<file path="config.mk">
export PLATFORM = sky130hd
export DESIGN_NAME = double_dabble_bcd
export DESIGN_NICKNAME = d
export VERILOG_FILES = /design/src/rtl/double_dabble_bcd.sv
export SDC_FILE = /design/constraint.sdc
export NUM_CORES = 1
export LEC_CHECK = 0
export ABC_AREA = 1
export CORE_ASPECT_RATIO = 0.9
export CORE_MARGIN = 8
export CORE_UTILIZATION = 35
export CTS_CLUSTER_DIAMETER = 60
export CTS_CLUSTER_SIZE = 20
export DETAILED_ROUTE_END_ITERATION = 8
export PLACE_DENSITY = 0.56
export RECOVER_POWER = 100
export SETUP_SLACK_MARGIN = 0.02
export SLEW_MARGIN = 25
export SYNTH_ARGS = -nofsm -noshare
export SYNTH_HDL_FRONTEND = slang
export SYNTH_SLANG_ARGS = --single-unit
export TNS_END_PERCENT = 5
</file>
<file path="constraint.sdc">
create_clock -name CLKK -period 1.4 [get_ports CLKK]
set_clock_uncertainty 0.2 [all_clocks]
set_input_delay 0.28 -clock CLKK [delete_from_list [all_inputs] [get_ports CLKK]]
set_output_delay 0.28 -clock CLKK [all_outputs]
set_load 0.02 [all_outputs]
</file>
<file path="src/rtl/double_dabble_bcd.sv">
// Sequential 8-bit binary to 3-digit BCD converter using the shift-and-add-3
// (double dabble) algorithm, one bit per clock, result presented with a valid pulse.
module double_dabble_bcd (
    input  logic       CLKK,
    input  logic       RST,
    input  logic       start,
    input  logic [7:0] binIN,
    output logic       busy,
    output logic       valid,
    output logic [3:0] hundreds,
    output logic [3:0] tens,
    output logic [3:0] ones
);

    typedef enum logic [1:0] {
        IDLE  = 2'd0,
        SHIFT = 2'd1,
        DONE  = 2'd2
    } state_t;

    state_t      state_q, state_d;
    logic [7:0]  shreg_q, shreg_d;
    logic [11:0] scratch_q, scratch_d;
    logic [2:0]  count_q, count_d;
    logic        busy_q, busy_d;
    logic        valid_q, valid_d;
    logic [3:0]  hundreds_q, hundreds_d;
    logic [3:0]  tens_q, tens_d;
    logic [3:0]  ones_q, ones_d;
    logic [11:0] corr;

    // Every nibble is judged on its pre-step value, so corrections never interact.
    function automatic logic [11:0] add3(input logic [11:0] s);
        logic [11:0] r;
        for (int i = 0; i < 3; i++) begin
            r[i*4 +: 4] = (s[i*4 +: 4] >= 4'd5) ? s[i*4 +: 4] + 4'd3 : s[i*4 +: 4];
        end
        return r;
    endfunction

    always_comb begin
        state_d    = state_q;
        shreg_d    = shreg_q;
        scratch_d  = scratch_q;
        count_d    = count_q;
        hundreds_d = hundreds_q;
        tens_d     = tens_q;
        ones_d     = ones_q;
        valid_d    = 1'b0;
        corr       = add3(scratch_q);

        case (state_q)
            IDLE: begin
                if (start) begin
                    shreg_d   = binIN;
                    scratch_d = 12'd0;
                    count_d   = 3'd0;
                    state_d   = SHIFT;
                end
            end
            SHIFT: begin
                {scratch_d, shreg_d} = {corr, shreg_q} << 1;
                count_d = count_q + 3'd1;
                if (count_q == 3'd7) begin
                    state_d = DONE;
                end
            end
            DONE: begin
                hundreds_d = scratch_q[11:8];
                tens_d     = scratch_q[7:4];
                ones_d     = scratch_q[3:0];
                valid_d    = 1'b1;
                state_d    = IDLE;
            end
            default: begin
                state_d = IDLE;
            end
        endcase

        // busy is registered from the next state so it tracks state_q exactly.
        busy_d = (state_d != IDLE);
    end

    always_ff @(posedge CLKK or posedge RST) begin
        if (RST) begin
            state_q    <= IDLE;
            shreg_q    <= 8'd0;
            scratch_q  <= 12'd0;
            count_q    <= 3'd0;
            busy_q     <= 1'b0;
            valid_q    <= 1'b0;
            hundreds_q <= 4'd0;
            tens_q     <= 4'd0;
            ones_q     <= 4'd0;
        end else begin
            state_q    <= state_d;
            shreg_q    <= shreg_d;
            scratch_q  <= scratch_d;
            count_q    <= count_d;
            busy_q     <= busy_d;
            valid_q    <= valid_d;
            hundreds_q <= hundreds_d;
            tens_q     <= tens_d;
            ones_q     <= ones_d;
        end
    end

    assign busy     = busy_q;
    assign valid    = valid_q;
    assign hundreds = hundreds_q;
    assign tens     = tens_q;
    assign ones     = ones_q;

endmodule
</file>
==> impl_metrics.json, run 1 <==
{
  "crit_path_top_delay_cell": "dfrtp_1",
  "wirelength_microns": 4050,
  "power.density_nw_per_um2": 2370,
  "final_util": 0.468,
  "grt_pass1_wl_microns": 6850,
  "period_needed_ns": 1.38,
  "yosysWarningCount": 0,
  "core_area_sq_um": 5130,
  "ir_drop_v": 0.00108,
  "firstDrtPassIters": 4,
  "ant_nets": 0,
  "maxSlewViolCount": 0,
  "maxCapViolations": 0,
  "timing.setup.tns_ns": 0,
  "syn-num-nets": 224,
  "start_util": 0.355,
  "die-area_sq_um": 7760,
  "crit_path_start_kind": "flip-flop",
  "ys_top_cells_by_count": "53 x nand2_1, 39 x dfrtp_1, 18 x inv_1",
  "nets": 269,
  "clockRootBuffer": "clkbuf_8",
  "cp_cell_sequence": "ha_1 -> ha_1 -> a22o_1",
  "die_w_microns": 92.0,
  "clock_path_buffers": 2,
  "cts.reportedPaths.clkPinSlew_ns": 0.07,
  "routabilityCongestion": 0.805,
  "post-route-period-util": 0.983,
  "worst_pin_slew_ns": 0.532,
  "path_buf_inv": 0,
  "drtIter0Drc": 66,
  "first_global_vias": 1481,
  "path_class": "reg2reg",
  "clkLatencyLatePin_ns": 0.29,
  "slew_headroom": 0.645,
  "synthTopCellsByArea": "dfrtp_1 54%, nand2_1 11%, ha_1 5.5%",
  "setup_violations": 0,
  "cp_common_cell": "ha_1",
  "postSynthCellCount": 205,
  "synth-seq-cells": 39,
  "die_h_microns": 84.4,
  "dp_hpwl_microns": 2640,
  "numPortBuffers": 24,
  "routedWlPerCell_microns": 12.7,
  "cts_sinks": 39,
  "worstPathMaxFanout": 2,
  "syn-cell-area_sq_um": 1820,
  "cp-end-kind": "flip-flop",
  "synthArstFlopShare": 1.00,
  "r2r_slack_ns": 0.02,
  "cp_top_family": "adder cells",
  "cp.required_ns": 1.38,
  "grt_use_total": 0.108,
  "grt_antenna_before_repair": 0,
  "drive_gt1_frac": 0.299,
  "synth_top_area_cell": "dfrtp_1",
  "pin_count": 25,
  "grt_start_max_net_pins": 40,
  "htree_levels": 2,
  "pre_cts_slack_ns": -0.207,
  "syn_to_final_growth_pct": 32.0,
  "status": "completed",
  "diodes": 0,
  "yosysTopAreaCellShare": 0.536,
  "cp.arrival_ns": 1.36,
  "place.detailed.instances": 307,
  "yosysMostFrequentCell": "nand2_1",
  "fmax_mhz": 726,
  "placed_area_sq_um": 2250,
  "cts_tree": "done",
  "via_per_inst": 4.66,
  "drc": 0,
  "leakage_nw": 1.18,
  "ys_seq_area_frac": 0.536,
  "syn_area_per_cell_sq_um": 8.87,
  "final_area_sq_um": 2400,
  "stdcell_count": 318,
  "hold_path_class": "reg2reg",
  "ys.flop_type": "dfrtp_1",
  "rsz0062_at_grt": "true",
  "layout_setup_ws_ns": 0.0233,
  "num_rows": 25,
  "num_vias": 1481,
  "synth_edf_count": 0,
  "cts_buffers": 5,
  "slowest_delay_ns": 0.39,
  "finalHoldViolations": 0,
  "grt-ovfl-total": 0,
  "ys_types": 21
}
-- flip-flops by register name, indices dropped and copies added, names as in the netlist --
name,flops
valid,1
hundreds,4
scratch_q,12
shreg_q,8
tens,4
ones,4
state_q,2
busy,1
count_q,3
-- metal layers --
metal | track usage | share of wire | wire, microns | up-vias
li1 | - | - | - | 767
met1 | 0.147 | 0.53 | 2140 | 672
met2 | 0.148 | 0.39 | 1590 | 36
met3 | 0.0481 | 0.068 | 275 | 6
met4 | 0.0351 | 0.011 | 46 | 0
met5 | 0 | 0 | 0 | -
-- stage by stage --
step	power, mW	hold WS (ns)
after floorplan	3.62	0.229
after global placement	4.56	0.264
after detailed placement	4.62	0.266
after CTS	5.39	0.140
after global routing	6.26	0.294
final	5.69	0.284
-- timing repair --
action,CTS,global route
hold buffers,0,0
gates resized for setup,63,35
cloned,0,1
endpoints found under the setup margin,24,22
setup buffers,0,2
pin swaps,0,12
-- path summary, 6_finish.rpt --
check	from	end	cells past startpoint
worst min-delay path	hundreds[2]	hundreds[2]	2
worst max register to register	count_q[1]	count_q[2]	3
min in group asynchronous	RST	state_q[1]	3
worst min register to register	hundreds[2]	hundreds[2]	2
worst max-delay path	count_q[1]	count_q[2]	3
max in group asynchronous	RST	scratch_q[4]	3
-- cells in the final DEF, fill, tap and decap left out, types with 7 or more instances in the layout --
cell and count:
nor2_1 10, buf_2 12, o21ai_1 13, nand3_1 12, buf_4 16, inv_2 9, dfrtp_1 37, inv_1 10
a21oi_1 9, nand2_1 46, clkbuf_8 7, clkdlybuf4s50_1 9, o21ai_0 16
-- worst register-to-register path: stages, from the launching register on --
cell	delay (ns)
dfrtp_1	0.39
ha_1	0.21
ha_1	0.27
a22o_1	0.20
-- power by group --
group	internal (mW)	switching, mW	total (mW)	leakage (nW)
registers	1.63	0.352	1.98	0.489
clock network	0.450	0.392	0.842	0.0515
logic	1.24	1.63	2.88	0.641
-- kinds of logic (layout without fill, tap and decap cells) --
kind of cell	count (synthesis)	in the layout	share of synthesized area
compound gates	43	43	0.126
buf+inv	26	71	0.0653
fa+ha+maj	8	8	0.0550
flops	39	39	0.536
simple gates	89	90	0.217
-- final cells by class --
type | instances | area [sq um]
multi-input cells | 141 | 837
clock buffers | 8 | 100
inverters | 21 | 83.8
flip-flops and latches | 39 | 978
repair buffers | 42 | 318
well taps | 67 | 83.8
fillers | 534 | 2730
Note: power is estimated with default switching activity, not from simulation.
==> run 2, diff against run 1 <==
--- a/config.mk
+++ b/config.mk
@@ -12,7 +12,7 @@
 export CTS_CLUSTER_DIAMETER = 60
 export CTS_CLUSTER_SIZE = 20
 export DETAILED_ROUTE_END_ITERATION = 8
-export PLACE_DENSITY = 0.56
+export PLACE_DENSITY_LB_ADDON = 0.12
 export RECOVER_POWER = 100
 export SETUP_SLACK_MARGIN = 0.02
 export SLEW_MARGIN = 25
==> run 2 against run 1 <==
  * Clock power down 11%
  * Register-to-register slack about the same
  * Fmax up 0.51%
  * Critical path type unchanged
  * Largest cell class unchanged
==> impl_metrics.json, run 2 (synthesized netlist as in run 1, its figures left out) <==
{
  "firstDrtPassIters": 4,
  "crit_path_start_kind": "flip-flop",
  "cp-end-kind": "flip-flop",
  "cts_sinks": 39,
  "start_util": 0.355,
  "num_vias": 1492,
  "grt_start_max_net_pins": 40,
  "path_class": "reg2reg",
  "status": "completed",
  "drc": 0,
  "layout_common_cells": "48 x nand2_1, 38 x dfrtp_1, 20 x buf_4",
  "wirelength_microns": 4050,
  "drive_gt1_frac": 0.300,
  "largest_reg_flops": 12,
  "cp_top_family": "flip-flops",
  "routabilityCongestion": 0.785,
  "crit_path_top_delay_cell": "dfrtp_1",
  "syn_to_final_growth_pct": 32.2,
  "final_common_cell": "nand2_1",
  "num_rows": 25,
  "clockRootBuffer": "clkbuf_8",
  "top_register": "scratch_q",
  "die_h_microns": 84.4,
  "cts_tree": "done",
  "via_per_inst": 4.66,
  "cts.hold.buffers_added": 0,
  "finalPower_mw": 5.63,
  "final_area_sq_um": 2400,
  "grt_pass1_wl_microns": 6570,
  "cp.required_ns": 1.38,
  "cp.arrival_ns": 1.35,
  "core_area_sq_um": 5130,
  "clkLatencyLatePin_ns": 0.28,
  "post-route-period-util": 0.978,
  "maxSlewViolCount": 0,
  "power.density_nw_per_um2": 2340,
  "hold_path_class": "reg2reg",
  "path_buf_inv": 1,
  "period_needed_ns": 1.37,
  "drtIter0Drc": 65,
  "grt-ovfl-total": 0,
  "htree_levels": 2,
  "worst_pin_slew_ns": 0.526,
  "top_regs": "scratch_q x12, shreg_q x8",
  "die_w_microns": 92.0,
  "maxCapViolations": 0,
  "reg2reg_depth": 6,
  "slew_headroom": 0.649,
  "placed_area_sq_um": 2250,
  "clock_path_buffers": 2,
  "setup_violations": 0,
  "ir_drop_v": 0.000914,
  "cts_buffers": 5,
  "numPortBuffers": 24,
  "cp.depth": 6,
  "die-area_sq_um": 7760,
  "dp_hpwl_microns": 2620,
  "nets": 272,
  "place.detailed.instances": 307,
  "cts.reportedPaths.clkPinSlew_ns": 0.07,
  "fmax_mhz": 730,
  "stdcell_count": 320,
  "pin_count": 25,
  "finalHoldViolations": 0,
  "grt_antenna_before_repair": 0,
  "first_global_vias": 1400,
  "grt_use_total": 0.105,
  "routedWlPerCell_microns": 12.6,
  "whs_ns": 0.281,
  "diodes": 0,
  "cp_cell_sequence": "buf_4 -> ha_2 -> nand2_2 -> nand4_1 -> nand3_1 -> nand2_1",
  "rsz0062_at_grt": "true",
  "ant_nets": 0,
  "timing.setup.tns_ns": 0,
  "worstPathMaxFanout": 3,
  "leakage_nw": 1.19,
  "whs_path_depth": 2,
  "slowest_delay_ns": 0.40
}
[run 2: changes by cell type in the layout (fill, tap and decap cells not counted), moves of 2 or more]
cell / previous run / this run
ha_2: 1 / 3
nand2_1: 46 / 48
o21ai_0: 16 / 14
buf_4: 16 / 20
nand2_2: 6 / 3
o21ai_1: 13 / 16
[run 2: power by group]
part | total [mW] | internal, mW | leakage [nW] | switching, mW
clock | 0.753 | 0.386 | 0.0470 | 0.367
combinational | 2.91 | 1.29 | 0.652 | 1.62
sequential | 1.96 | 1.62 | 0.491 | 0.335
[run 2: metal layers]
layer,vias up,track usage,wire [microns]
met2,33,0.154,1760
met1,682,0.134,2020
met3,7,0.0392,214
met5,-,0,0
li1,770,-,-
met4,0,0.0439,53
[run 2: worst paths after layout]
path	startpoint	endpoint	slack, ns
min in group asynchronous	RST	shreg_q[2]	0.39
min reg2reg	hundreds[1]	hundreds[1]	0.28
max reg2reg	scratch_q[8]	scratch_q[10]	0.03
max in group asynchronous	RST	state_q[0]	0.23
min	hundreds[1]	hundreds[1]	0.28
max	scratch_q[8]	scratch_q[10]	0.03
[run 2: stage by stage]
step,worst slack (ns),util
after detailed placement,-0.261,0.438
final,0.0303,0.469
after floorplan,0.0307,-
after global routing,-0.0361,0.469
after global placement,-0.239,0.438
after CTS,0.00372,0.446
[run 2: what timing repair did]
item,in CTS,in global routing
pin swaps,0,11
gates resized for setup,64,28
endpoints found under the hold margin,0,0
setup buffers,0,6
endpoints found under the setup margin,35,25
[run 2: final cells by class]
class / instances / area (sq um)
inverters: 21 / 83.8
flip-flops and latches: 39 / 977
well taps: 67 / 83.8
fillers: 535 / 2730
multi-input cells: 140 / 825
clock buffers: 6 / 82.6
repair buffers: 46 / 348
clock inverters: 1 / 5.00
[run 2: tightest hold or removal path, cell delays in order (launching register included)]
cell	delay, ns
dfrtp_1	0.34
nand2_1	0.05
o21ai_0	0.05
